===== config.mk =====
export PLATFORM = sky130hd
export DESIGN_NAME = sync_scenario_ctrl
export DESIGN_NICKNAME = d
export VERILOG_FILES = /design/src/rtl/sync_scenario_ctrl.sv
export SDC_FILE = /design/constraint.sdc
export NUM_CORES = 1
export LEC_CHECK = 0
export ABC_AREA = 0
export CORE_ASPECT_RATIO = 0.5
export CORE_MARGIN = 5
export CORE_UTILIZATION = 53
export CTS_CLUSTER_DIAMETER = 50
export DETAILED_ROUTE_END_ITERATION = 16
export PLACE_DENSITY = 0.95
export SYNTH_ARGS = -nofsm -noshare
export SYNTH_HDL_FRONTEND = slang
export SYNTH_SLANG_ARGS = --single-unit

===== constraint.sdc =====
create_clock -name clk -period 5.9 [get_ports clk]
set_clock_uncertainty 0.05 [all_clocks]
set_input_delay 1.18 -clock clk [delete_from_list [all_inputs] [get_ports clk]]
set_output_delay 1.18 -clock clk [all_outputs]
set_load 0.02 [all_outputs]

===== src/rtl/sync_scenario_ctrl.sv =====
// Scenario sequencer: synchronises external trigger/sense inputs and steps a timed
// detonate/acquire sequence, counting completed scenarios.
module sync_scenario_ctrl #(
  parameter int unsigned CNT_W       = 16,
  parameter int unsigned SYNC_STAGES = 2
) (
  input  logic             clk,
  input  logic             reset_signal,
  input  logic             start_signal,
  input  logic             fg_signal,
  input  logic             phase_signal,
  input  logic             wire_signal,
  input  logic             detector_ready,
  input  logic [CNT_W-1:0] fg_open_delay,
  input  logic [CNT_W-1:0] detectr_ready_timeout,
  input  logic [CNT_W-1:0] phase_shift,
  input  logic [CNT_W-1:0] detonate_len,
  input  logic [CNT_W-1:0] trigger_len,
  output logic             detonation_signal,
  output logic             output_trigger,
  output logic [7:0]       scenario_state,
  output logic [CNT_W-1:0] counter_out
);

  typedef enum logic [7:0] {
    StIdle       = 8'h00,
    StWaitFg     = 8'h01,
    StFgDelay    = 8'h02,
    StWaitReady  = 8'h03,
    StWaitPhase  = 8'h04,
    StPhaseDelay = 8'h05,
    StDetonate   = 8'h06,
    StWaitWire   = 8'h07,
    StTrigger    = 8'h08,
    StDone       = 8'h09,
    StTimeout    = 8'hE0
  } state_e;

  localparam int unsigned NIn = 5;

  logic [NIn-1:0]       async_in;
  logic [NIn-1:0]       sync_q [SYNC_STAGES];
  logic [NIn-1:0]       sync_lvl;
  logic [3:0]           sync_dly_q;
  logic [SYNC_STAGES:0] armed_q;
  logic [3:0]           rise;
  logic                 start_rise, fg_rise, phase_rise, wire_rise, ready_lvl;

  state_e           state_q, state_d;
  logic [CNT_W-1:0] cnt_q, cnt_d;
  logic             cnt_last;

  assign async_in = {detector_ready, wire_signal, phase_signal, fg_signal, start_signal};

  always_ff @(posedge clk or posedge reset_signal) begin
    if (reset_signal) begin
      for (int i = 0; i < SYNC_STAGES; i++) sync_q[i] <= '0;
      sync_dly_q <= '0;
      armed_q    <= '0;
    end else begin
      sync_q[0] <= async_in;
      for (int i = 1; i < SYNC_STAGES; i++) sync_q[i] <= sync_q[i-1];
      sync_dly_q <= sync_lvl[3:0];
      armed_q    <= {armed_q[SYNC_STAGES-1:0], 1'b1};
    end
  end

  // Edges are masked until the synchronisers have refilled after reset, so a level
  // already high at reset release is not mistaken for a rising edge.
  assign sync_lvl   = sync_q[SYNC_STAGES-1];
  assign rise       = sync_lvl[3:0] & ~sync_dly_q & {4{armed_q[SYNC_STAGES]}};
  assign start_rise = rise[0];
  assign fg_rise    = rise[1];
  assign phase_rise = rise[2];
  assign wire_rise  = rise[3];
  assign ready_lvl  = sync_lvl[4];

  // A loaded value of 0 or 1 both mean a single cycle in the timed state.
  assign cnt_last = (cnt_q <= CNT_W'(1));

  always_ff @(posedge clk or posedge reset_signal) begin
    if (reset_signal) begin
      state_q <= StIdle;
      cnt_q   <= '0;
    end else begin
      state_q <= state_d;
      cnt_q   <= cnt_d;
    end
  end

  always_comb begin
    state_d = state_q;
    cnt_d   = cnt_q;
    unique case (state_q)
      StIdle: if (start_rise) state_d = StWaitFg;
      StWaitFg: begin
        if (fg_rise) begin
          state_d = StFgDelay;
          cnt_d   = fg_open_delay;
        end
      end
      StFgDelay: begin
        if (cnt_last) begin
          state_d = StWaitReady;
          cnt_d   = detectr_ready_timeout;
        end else begin
          cnt_d = cnt_q - CNT_W'(1);
        end
      end
      // In the wait states a counter value of 0 means the timeout is disabled.
      StWaitReady: begin
        if (ready_lvl) begin
          state_d = StWaitPhase;
        end else if (cnt_q == CNT_W'(1)) begin
          state_d = StTimeout;
        end else if (cnt_q != '0) begin
          cnt_d = cnt_q - CNT_W'(1);
        end
      end
      StWaitPhase: begin
        if (phase_rise) begin
          state_d = StPhaseDelay;
          cnt_d   = phase_shift;
        end
      end
      StPhaseDelay: begin
        if (cnt_last) begin
          state_d = StDetonate;
          cnt_d   = detonate_len;
        end else begin
          cnt_d = cnt_q - CNT_W'(1);
        end
      end
      StDetonate: begin
        if (cnt_last) begin
          state_d = StWaitWire;
          cnt_d   = detectr_ready_timeout;
        end else begin
          cnt_d = cnt_q - CNT_W'(1);
        end
      end
      StWaitWire: begin
        if (wire_rise) begin
          state_d = StTrigger;
          cnt_d   = trigger_len;
        end else if (cnt_q == CNT_W'(1)) begin
          state_d = StTimeout;
        end else if (cnt_q != '0) begin
          cnt_d = cnt_q - CNT_W'(1);
        end
      end
      StTrigger: begin
        if (cnt_last) begin
          state_d = StDone;
        end else begin
          cnt_d = cnt_q - CNT_W'(1);
        end
      end
      StDone:    state_d = StIdle;
      StTimeout: if (start_rise) state_d = StWaitFg;
      default:   state_d = StIdle;
    endcase
  end

  // Outputs are registered copies of the state, so pulses line up with scenario_state.
  always_ff @(posedge clk or posedge reset_signal) begin
    if (reset_signal) begin
      scenario_state    <= 8'h00;
      detonation_signal <= 1'b0;
      output_trigger    <= 1'b0;
      counter_out       <= '0;
    end else begin
      scenario_state    <= state_q;
      detonation_signal <= (state_q == StDetonate);
      output_trigger    <= (state_q == StTrigger);
      if (state_q == StDone) counter_out <= counter_out + CNT_W'(1);
    end
  end

endmodule

==> results of run 1 <==
==> cells in the mapped netlist, drive strengths merged (3+ instances only) <==
library cell,number,share of area
a21oi,20,0.025
a22o,10,0.021
a221oi,4,0.0086
a211o,11,0.024
a211oi,8,0.016
a311oi,3,0.0080
nand3b,4,0.0074
a32oi,7,0.015
or3,3,0.0046
ha,3,0.0092
and3,6,0.0092
and3b,3,0.0064
nand2,37,0.034
nor2b,7,0.011
buf,9,0.014
a22oi,8,0.015
nor2,37,0.034
o31ai,11,0.020
clkbuf,21,0.019
o21ai,16,0.020
nand2b,10,0.015
o22ai,5,0.0077
or4,3,0.0064
dfrtp,67,0.41
xor2,7,0.015
a31oi,5,0.0077
or2,4,0.0061
nor4,10,0.019
nand3,9,0.011
a32o,3,0.0074
o211ai,6,0.011
nor3,18,0.026
inv,8,0.0074
and2,3,0.0046
xnor2,21,0.045
nand4,4,0.0061
==> layout by cell type (no fill, tap or decap), types with 5 or more instances in the layout <==
master / synthesis / routed
sky130_fd_sc_hd__clkdlybuf4s50_1: 0 / 112
sky130_fd_sc_hd__dfrtp_1: 67 / 67
sky130_fd_sc_hd__nor2_1: 37 / 37
sky130_fd_sc_hd__nand2_1: 37 / 37
sky130_fd_sc_hd__xnor2_1: 21 / 21
sky130_fd_sc_hd__a21oi_1: 20 / 20
sky130_fd_sc_hd__nor3_1: 15 / 15
sky130_fd_sc_hd__o21ai_0: 14 / 14
sky130_fd_sc_hd__o31ai_1: 11 / 11
sky130_fd_sc_hd__a211o_1: 11 / 11
sky130_fd_sc_hd__nand2b_1: 10 / 10
sky130_fd_sc_hd__a22o_1: 10 / 10
sky130_fd_sc_hd__nor4_1: 9 / 9
sky130_fd_sc_hd__nand3_1: 9 / 9
sky130_fd_sc_hd__clkbuf_16: 0 / 9
sky130_fd_sc_hd__a22oi_1: 8 / 8
sky130_fd_sc_hd__inv_1: 8 / 7
sky130_fd_sc_hd__nor2b_1: 7 / 7
sky130_fd_sc_hd__a211oi_1: 7 / 7
sky130_fd_sc_hd__a32oi_1: 7 / 7
sky130_fd_sc_hd__xor2_1: 7 / 7
sky130_fd_sc_hd__and3_1: 6 / 6
sky130_fd_sc_hd__o211ai_1: 6 / 6
sky130_fd_sc_hd__a31oi_1: 5 / 5
sky130_fd_sc_hd__o22ai_1: 5 / 5
==> where the power goes <==
part | switching, mW | total [mW] | internal (mW)
sequential | 0.129 | 0.660 | 0.531
clock | 0.218 | 0.504 | 0.286
combinational | 0.318 | 0.577 | 0.259
==> final timing paths <==
check / from / to / slack (ps) / depth (start not counted)
hold reg to reg: armed_q[1]$_DFF_PP0_ / armed_q[2]$_DFF_PP0_ / 290 / 0
min in group asynchronous: reset_signal / state_q[3]$_DFFE_PP0P_ / 1350 / 3
setup / recovery: cnt_q[4]$_DFFE_PP0P_ / cnt_q[1]$_DFFE_PP0P_ / 2350 / 6
max in group asynchronous: reset_signal / cnt_q[12]$_DFFE_PP0P_ / 3880 / 3
hold / removal: armed_q[1]$_DFF_PP0_ / armed_q[2]$_DFF_PP0_ / 290 / 0
setup reg to reg: cnt_q[4]$_DFFE_PP0P_ / cnt_q[1]$_DFFE_PP0P_ / 2350 / 6
==> critical path, stage by stage (launching register included) <==
cell,delay (ps)
sky130_fd_sc_hd__dfrtp_1,440
sky130_fd_sc_hd__or4_4,610
sky130_fd_sc_hd__nand4bb_1,800
sky130_fd_sc_hd__o31ai_1,470
sky130_fd_sc_hd__o21bai_2,520
sky130_fd_sc_hd__mux2_2,430
sky130_fd_sc_hd__a31oi_1,130
==> state kept, by name, summed over array words and instances (netlist names) <==
signal / count
armed_q: 3
cnt_q: 16
counter_out: 16
detonation_signal: 1
output_trigger: 1
scenario_state: 8
state_q: 8
sync_dly_q: 4
sync_lvl: 5
sync_q: 5
==> layout make-up <==
| type | count | share of cell area |
|---|---|---|
| clock inverters | 7 | 0.00957 |
| inverters | 8 | 0.00547 |
| flip-flops and latches | 67 | 0.305 |
| clock buffers | 9 | 0.0410 |
| multi-input cells | 337 | 0.407 |
| well taps | 96 | 0.0219 |
| repair buffers | 116 | 0.210 |
==> metal layers <==
metal | vias up | share of wire | track usage
met5 | - | 0 | 0
met4 | 0 | 0.033 | 0.103
met3 | 55 | 0.12 | 0.0914
met2 | 310 | 0.46 | 0.432
met1 | 1930 | 0.38 | 0.348
li1 | 1848 | - | -
==> cells by family after synthesis <==
logic type	share of synthesized area
AOI/OAI and AO/OA	0.250
other	0.00184
buffers and inverters	0.0408
and+or+nand+nor	0.221
xor gates and xnor gates	0.0601
adders and majority gates	0.00920
muxes	0.00552
DFF	0.411
==> per-stage QoR <==
step	utilization	area [sq um]
6_report	0.742	5490
2_1_floorplan	-	4080
5_1_grt	0.742	5490
3_5_place_dp	0.704	5210
3_3_place_gp	0.704	5210
4_1_cts	0.742	5490
==> impl_metrics.json, run 1 <==
{
  "numPlacedInstances": 624,
  "postCtsResizedCells": 0,
  "setup_viol": 0,
  "ys_async_sr_fraction": 1.00,
  "synth_area_per_cell_sq_um": 9.23,
  "grt_pass1_wl_um": 20700,
  "number_of_global_route_vias_before_repair": 4025,
  "detailedPlacementHpwl_um": 9300,
  "clock_latency_ps": 340,
  "cts_buffers": 9,
  "slew_headroom": 0.204,
  "detailroute.via_count": 4143,
  "area_growth_pct": 34.6,
  "antenna_found_initial": 0,
  "die_height_um": 72.0,
  "maximum_number_of_pins_on_one_net_before_global_route_repair": 68,
  "core-area_sq_mm": 0.00740,
  "detailedPlace.worstSlack_ps": 2500,
  "tritoncts_num_sinks": 67,
  "fill_cells": 522,
  "wirelength_um": 13300,
  "syn_inst": 442,
  "mappedNetlistNets": 532,
  "rsz_0062_raised_after_global_routing": "false",
  "detail_route.vias_per_cell": 6.47,
  "post_drt_wl_per_cell_um": 20.7,
  "outcome": "finished clean",
  "critPathRequiredTime_ps": 6110,
  "worstPathMaxFanout": 32,
  "synthesis.area_sq_mm": 0.00408,
  "edff_count_synth": 0,
  "dr.pass1.iters": 6,
  "final_critical_path_setup_slack_ps": 2350,
  "drt_iter0_markers": 667,
  "globalRouteTotalUtil": 0.271,
  "buffers_inserted_during_post_cts_setup_optimization": 0,
  "nNetsFinal": 629,
  "path_clk_slew_ps": 60,
  "powerDensity_mw_per_mm2": 317,
  "fin_crit_sh": 0.602,
  "hold_class": "register to register",
  "register_area_sq_mm": 0.00168,
  "final.setup.tns_ps": 0,
  "period_minus_slack_ps": 3550,
  "die_width_um": 134,
  "cts_hold_repair.buffers": 0,
  "hold_viol_final": 0,
  "ioPinCount": 113,
  "setup.worst_path.class": "register to register",
  "post_drt_antenna_nets": 0,
  "htree_levels": 3,
  "port_buffers": 112,
  "gpl_congestion": 0.964,
  "synth_ff_type": "sky130_fd_sc_hd__dfrtp_1",
  "maxSlewViolCount": 0,
  "global_route_congestion_overflow_total": 0,
  "root_buffer": "sky130_fd_sc_hd__clkbuf_16",
  "post-route-drc-count": 0,
  "multi_input_comb_area_sq_mm": 0.00224,
  "cts_tree": "built",
  "synth_cell_type_count": 66,
  "design.die.area_sq_mm": 0.00966,
  "finish.cell_count_without_fillers": 640,
  "postSynthRegisterBits": 67,
  "setup.worst_path.start_class": "register",
  "worst_setup_path_end_kind": "register",
  "rows": 22,
  "worstPathArrival_ps": 3760,
  "number_of_max_capacitance_violations_reported": 0,
  "fin_worst_hold_slack_ps": 295,
  "layout-drive-gt1-share": 0.0735,
  "num_antenna_cells": 0,
  "ir_drop_v": 0.000202,
  "power.static_leakage_nw": 2.14,
  "power_mw": 1.74,
  "yosys_warnings": 0,
  "timing.fmax_mhz": 282,
  "tightestPinTransition_ps": 1190,
  "clk_path_buf_depth": 2,
  "share_of_the_yosys_chip_area_belonging_to_registers": 0.411,
  "floorplan.initialDensity": 0.551
}
Note: power is estimated with default switching activity, not from simulation.
==> inputs of run 2 (changes only) <==
--- a/config.mk
+++ b/config.mk
@@ -8,10 +8,10 @@
 export ABC_AREA = 0
 export CORE_ASPECT_RATIO = 0.5
 export CORE_MARGIN = 5
-export CORE_UTILIZATION = 53
+export CORE_UTILIZATION = 44
 export CTS_CLUSTER_DIAMETER = 50
 export DETAILED_ROUTE_END_ITERATION = 16
-export PLACE_DENSITY = 0.95
+export PLACE_DENSITY = 0.89
 export SYNTH_ARGS = -nofsm -noshare
 export SYNTH_HDL_FRONTEND = slang
 export SYNTH_SLANG_ARGS = --single-unit
==> constraint.sdc (replaced) <==
create_clock -name clk -period 2.9 [get_ports clk]
set_clock_uncertainty 0.05 [all_clocks]
set_input_delay 0.58 -clock clk [delete_from_list [all_inputs] [get_ports clk]]
set_output_delay 0.58 -clock clk [all_outputs]
set_load 0.02 [all_outputs]
==> run 2 against run 1 <==
  * Critical path depth up 1
  * Die area up 18%
  * Final area up 4.6%
  * Largest cell class unchanged
==> impl_metrics.json, run 2 (synthesis gave the netlist of run 1 again) <==
{
  "htree_levels": 3,
  "layout_commonest_cell": "sky130_fd_sc_hd__clkdlybuf4s50_1",
  "clk_path_buf_depth": 2,
  "number_of_max_capacitance_violations_reported": 0,
  "globalRouteTotalUtil": 0.228,
  "cts_tree": "built",
  "grt_pass1_wl_um": 20900,
  "period_minus_slack_ps": 2770,
  "ioPinCount": 113,
  "rows": 24,
  "post_drt_wl_per_cell_um": 19.3,
  "antenna_found_initial": 0,
  "ir_drop_v": 0.000418,
  "largest_registers": "cnt_q x16, counter_out x16",
  "die_height_um": 78.1,
  "wp_depth": 7,
  "global_route_congestion_overflow_total": 0,
  "buffers_inserted_during_post_cts_setup_optimization": 0,
  "timing.critical_path.slowest_stage_cell": "sky130_fd_sc_hd__or4_4",
  "wirelength_um": 13200,
  "detailroute.via_count": 4222,
  "tritoncts_num_sinks": 67,
  "final_critical_path_setup_slack_ps": 125,
  "hold_depth": 0,
  "tightestPinTransition_ps": 791,
  "die_width_um": 146,
  "rsz_0062_raised_after_global_routing": "false",
  "setup.worst_path.class": "register to register",
  "outcome": "finished clean",
  "detail_route.vias_per_cell": 6.19,
  "dr.pass1.iters": 6,
  "powerDensity_mw_per_mm2": 656,
  "fin_crit_sh": 0.957,
  "detailedPlacementHpwl_um": 9630,
  "num_antenna_cells": 0,
  "post_drt_antenna_nets": 0,
  "hold_viol_final": 0,
  "timing.hold.worst.start": "sync_q[8]$_DFF_PP0_",
  "drt_iter0_markers": 512,
  "gpl_congestion": 0.987,
  "hold_class": "register to register",
  "maxSlewViolCount": 0,
  "worst-r2r-cell-count": 7,
  "nNetsFinal": 650,
  "core-area_sq_mm": 0.00886,
  "numPlacedInstances": 666,
  "cts_hold_repair.buffers": 0,
  "power.static_leakage_nw": 2.28,
  "multi_input_comb_area_sq_mm": 0.00225,
  "root_buffer": "sky130_fd_sc_hd__clkbuf_16",
  "critical-path-max-stage-delay_ps": 590,
  "worstPathArrival_ps": 2940,
  "cp_buf_inv_count": 1,
  "clock_latency_ps": 340,
  "critPathRequiredTime_ps": 3070,
  "area_growth_pct": 40.9,
  "crit_path_cell_trace": "or4_4 > nand4bb_2 > buf_4 > a211o_1 > a22o_1 > a221oi_1 > o31ai_1",
  "regToRegStartpoint": "cnt_q[4]$_DFFE_PP0P_",
  "cts_buffers": 9,
  "worst_setup_path_end_kind": "register",
  "register_area_sq_mm": 0.00168,
  "critPathTopFamily": "simple AND/OR/NAND/NOR gates",
  "slew_headroom": 0.469,
  "setup_viol": 0,
  "finish.cell_count_without_fillers": 682,
  "cp-startpoint": "cnt_q[4]$_DFFE_PP0P_",
  "layout-drive-gt1-share": 0.112,
  "port_buffers": 112,
  "post-route-drc-count": 0,
  "design.die.area_sq_mm": 0.0114,
  "floorplan.initialDensity": 0.460,
  "fill_cells": 677,
  "detailedPlace.worstSlack_ps": 121,
  "timing.fmax_mhz": 360,
  "worstPathMaxFanout": 13,
  "final.setup.tns_ps": 0,
  "maximum_number_of_pins_on_one_net_before_global_route_repair": 68,
  "number_of_global_route_vias_before_repair": 3950,
  "path_clk_slew_ps": 60,
  "setup.worst_path.start_class": "register",
  "most-common-layout-cells": "112 x sky130_fd_sc_hd__clkdlybuf4s50_1, 67 x sky130_fd_sc_hd__dfrtp_1, 37 x sky130_fd_sc_hd__nor2_1, 37 x sky130_fd_sc_hd__nand2_1, 24 x sky130_fd_sc_hd__buf_4"
}
## run 2: changes by cell type in the layout (fill, tap and decap cells not counted), sizes merged
| cell | delta |
|---|---|
| buf | +21 |
| clkinv | -4 |
| bufinv | +2 |
| inv | +2 |
## run 2: layer usage
| metal | global-route usage | up-vias | routed length [um] |
|---|---|---|---|
| met5 | 0 | - | 0 |
| met1 | 0.298 | 2057 | 5300 |
| met4 | 0.0704 | 0 | 284 |
| met2 | 0.373 | 234 | 6310 |
| met3 | 0.0639 | 36 | 1250 |
| li1 | - | 1895 | - |
## run 2: per-stage QoR
| step | instance area [sq um] | hold slack, ps | total power [mW] | utilization |
|---|---|---|---|---|
| 6_report | 5750 | 296 | 3.77 | 0.649 |
| 3_3_place_gp | 5410 | 281 | 2.50 | 0.611 |
| 3_5_place_dp | 5410 | 285 | 2.52 | 0.611 |
| 5_1_grt | 5750 | 307 | 3.96 | 0.649 |
| 4_1_cts | 5730 | 297 | 3.73 | 0.647 |
| 2_1_floorplan | 4080 | 281 | 2.07 | - |
## run 2: report_power, final
group / internal (mW) / total (mW) / switching (mW)
combinational: 0.590 / 1.30 / 0.709
sequential: 1.08 / 1.27 / 0.186
clock: 0.760 / 1.20 / 0.441
## run 2: worst register-to-register path, delay by kind of cell, from the launching register on
kind	cells	cell delay, ps
AO/OA/AOI/OAI	4	930
buffers and inverters	1	270
flip-flops	1	440
AND/OR/NAND/NOR	2	970
## run 2: worst paths after layout
path	slack, ps	endpoint
max in group asynchronous	1920	sync_dly_q[0]$_DFF_PP0_
worst max register to register	130	cnt_q[5]$_DFFE_PP0P_
worst min-delay path	300	sync_lvl[3]$_DFF_PP0_
min in group asynchronous	600	state_q[3]$_DFFE_PP0P_
worst max-delay path	130	cnt_q[5]$_DFFE_PP0P_
worst min register to register	300	sync_lvl[3]$_DFF_PP0_
## run 2: cell type report
type / instances / area share
clock buffer: 9 / 0.0392
clock inverter: 7 / 0.0172
inverter: 8 / 0.00523
multi-input combinational: 337 / 0.391
sequential: 67 / 0.292
tap: 117 / 0.0255
timing repair buffer: 137 / 0.230
## run 2: repair_timing
item,CTS,global route
endpoints found under the hold margin,0,0
endpoints found under the setup margin,0,3
resized for setup,0,2
==> inputs of run 3 (changes only) <==
--- a/config.mk
+++ b/config.mk
@@ -12,6 +12,7 @@
 export CTS_CLUSTER_DIAMETER = 50
 export DETAILED_ROUTE_END_ITERATION = 16
 export PLACE_DENSITY = 0.89
+export SLEW_MARGIN = 20
 export SYNTH_ARGS = -nofsm -noshare
 export SYNTH_HDL_FRONTEND = slang
 export SYNTH_SLANG_ARGS = --single-unit
==> results of run 3 <==
Same layout as run 2: the final DEF is identical, and so are final timing and power.
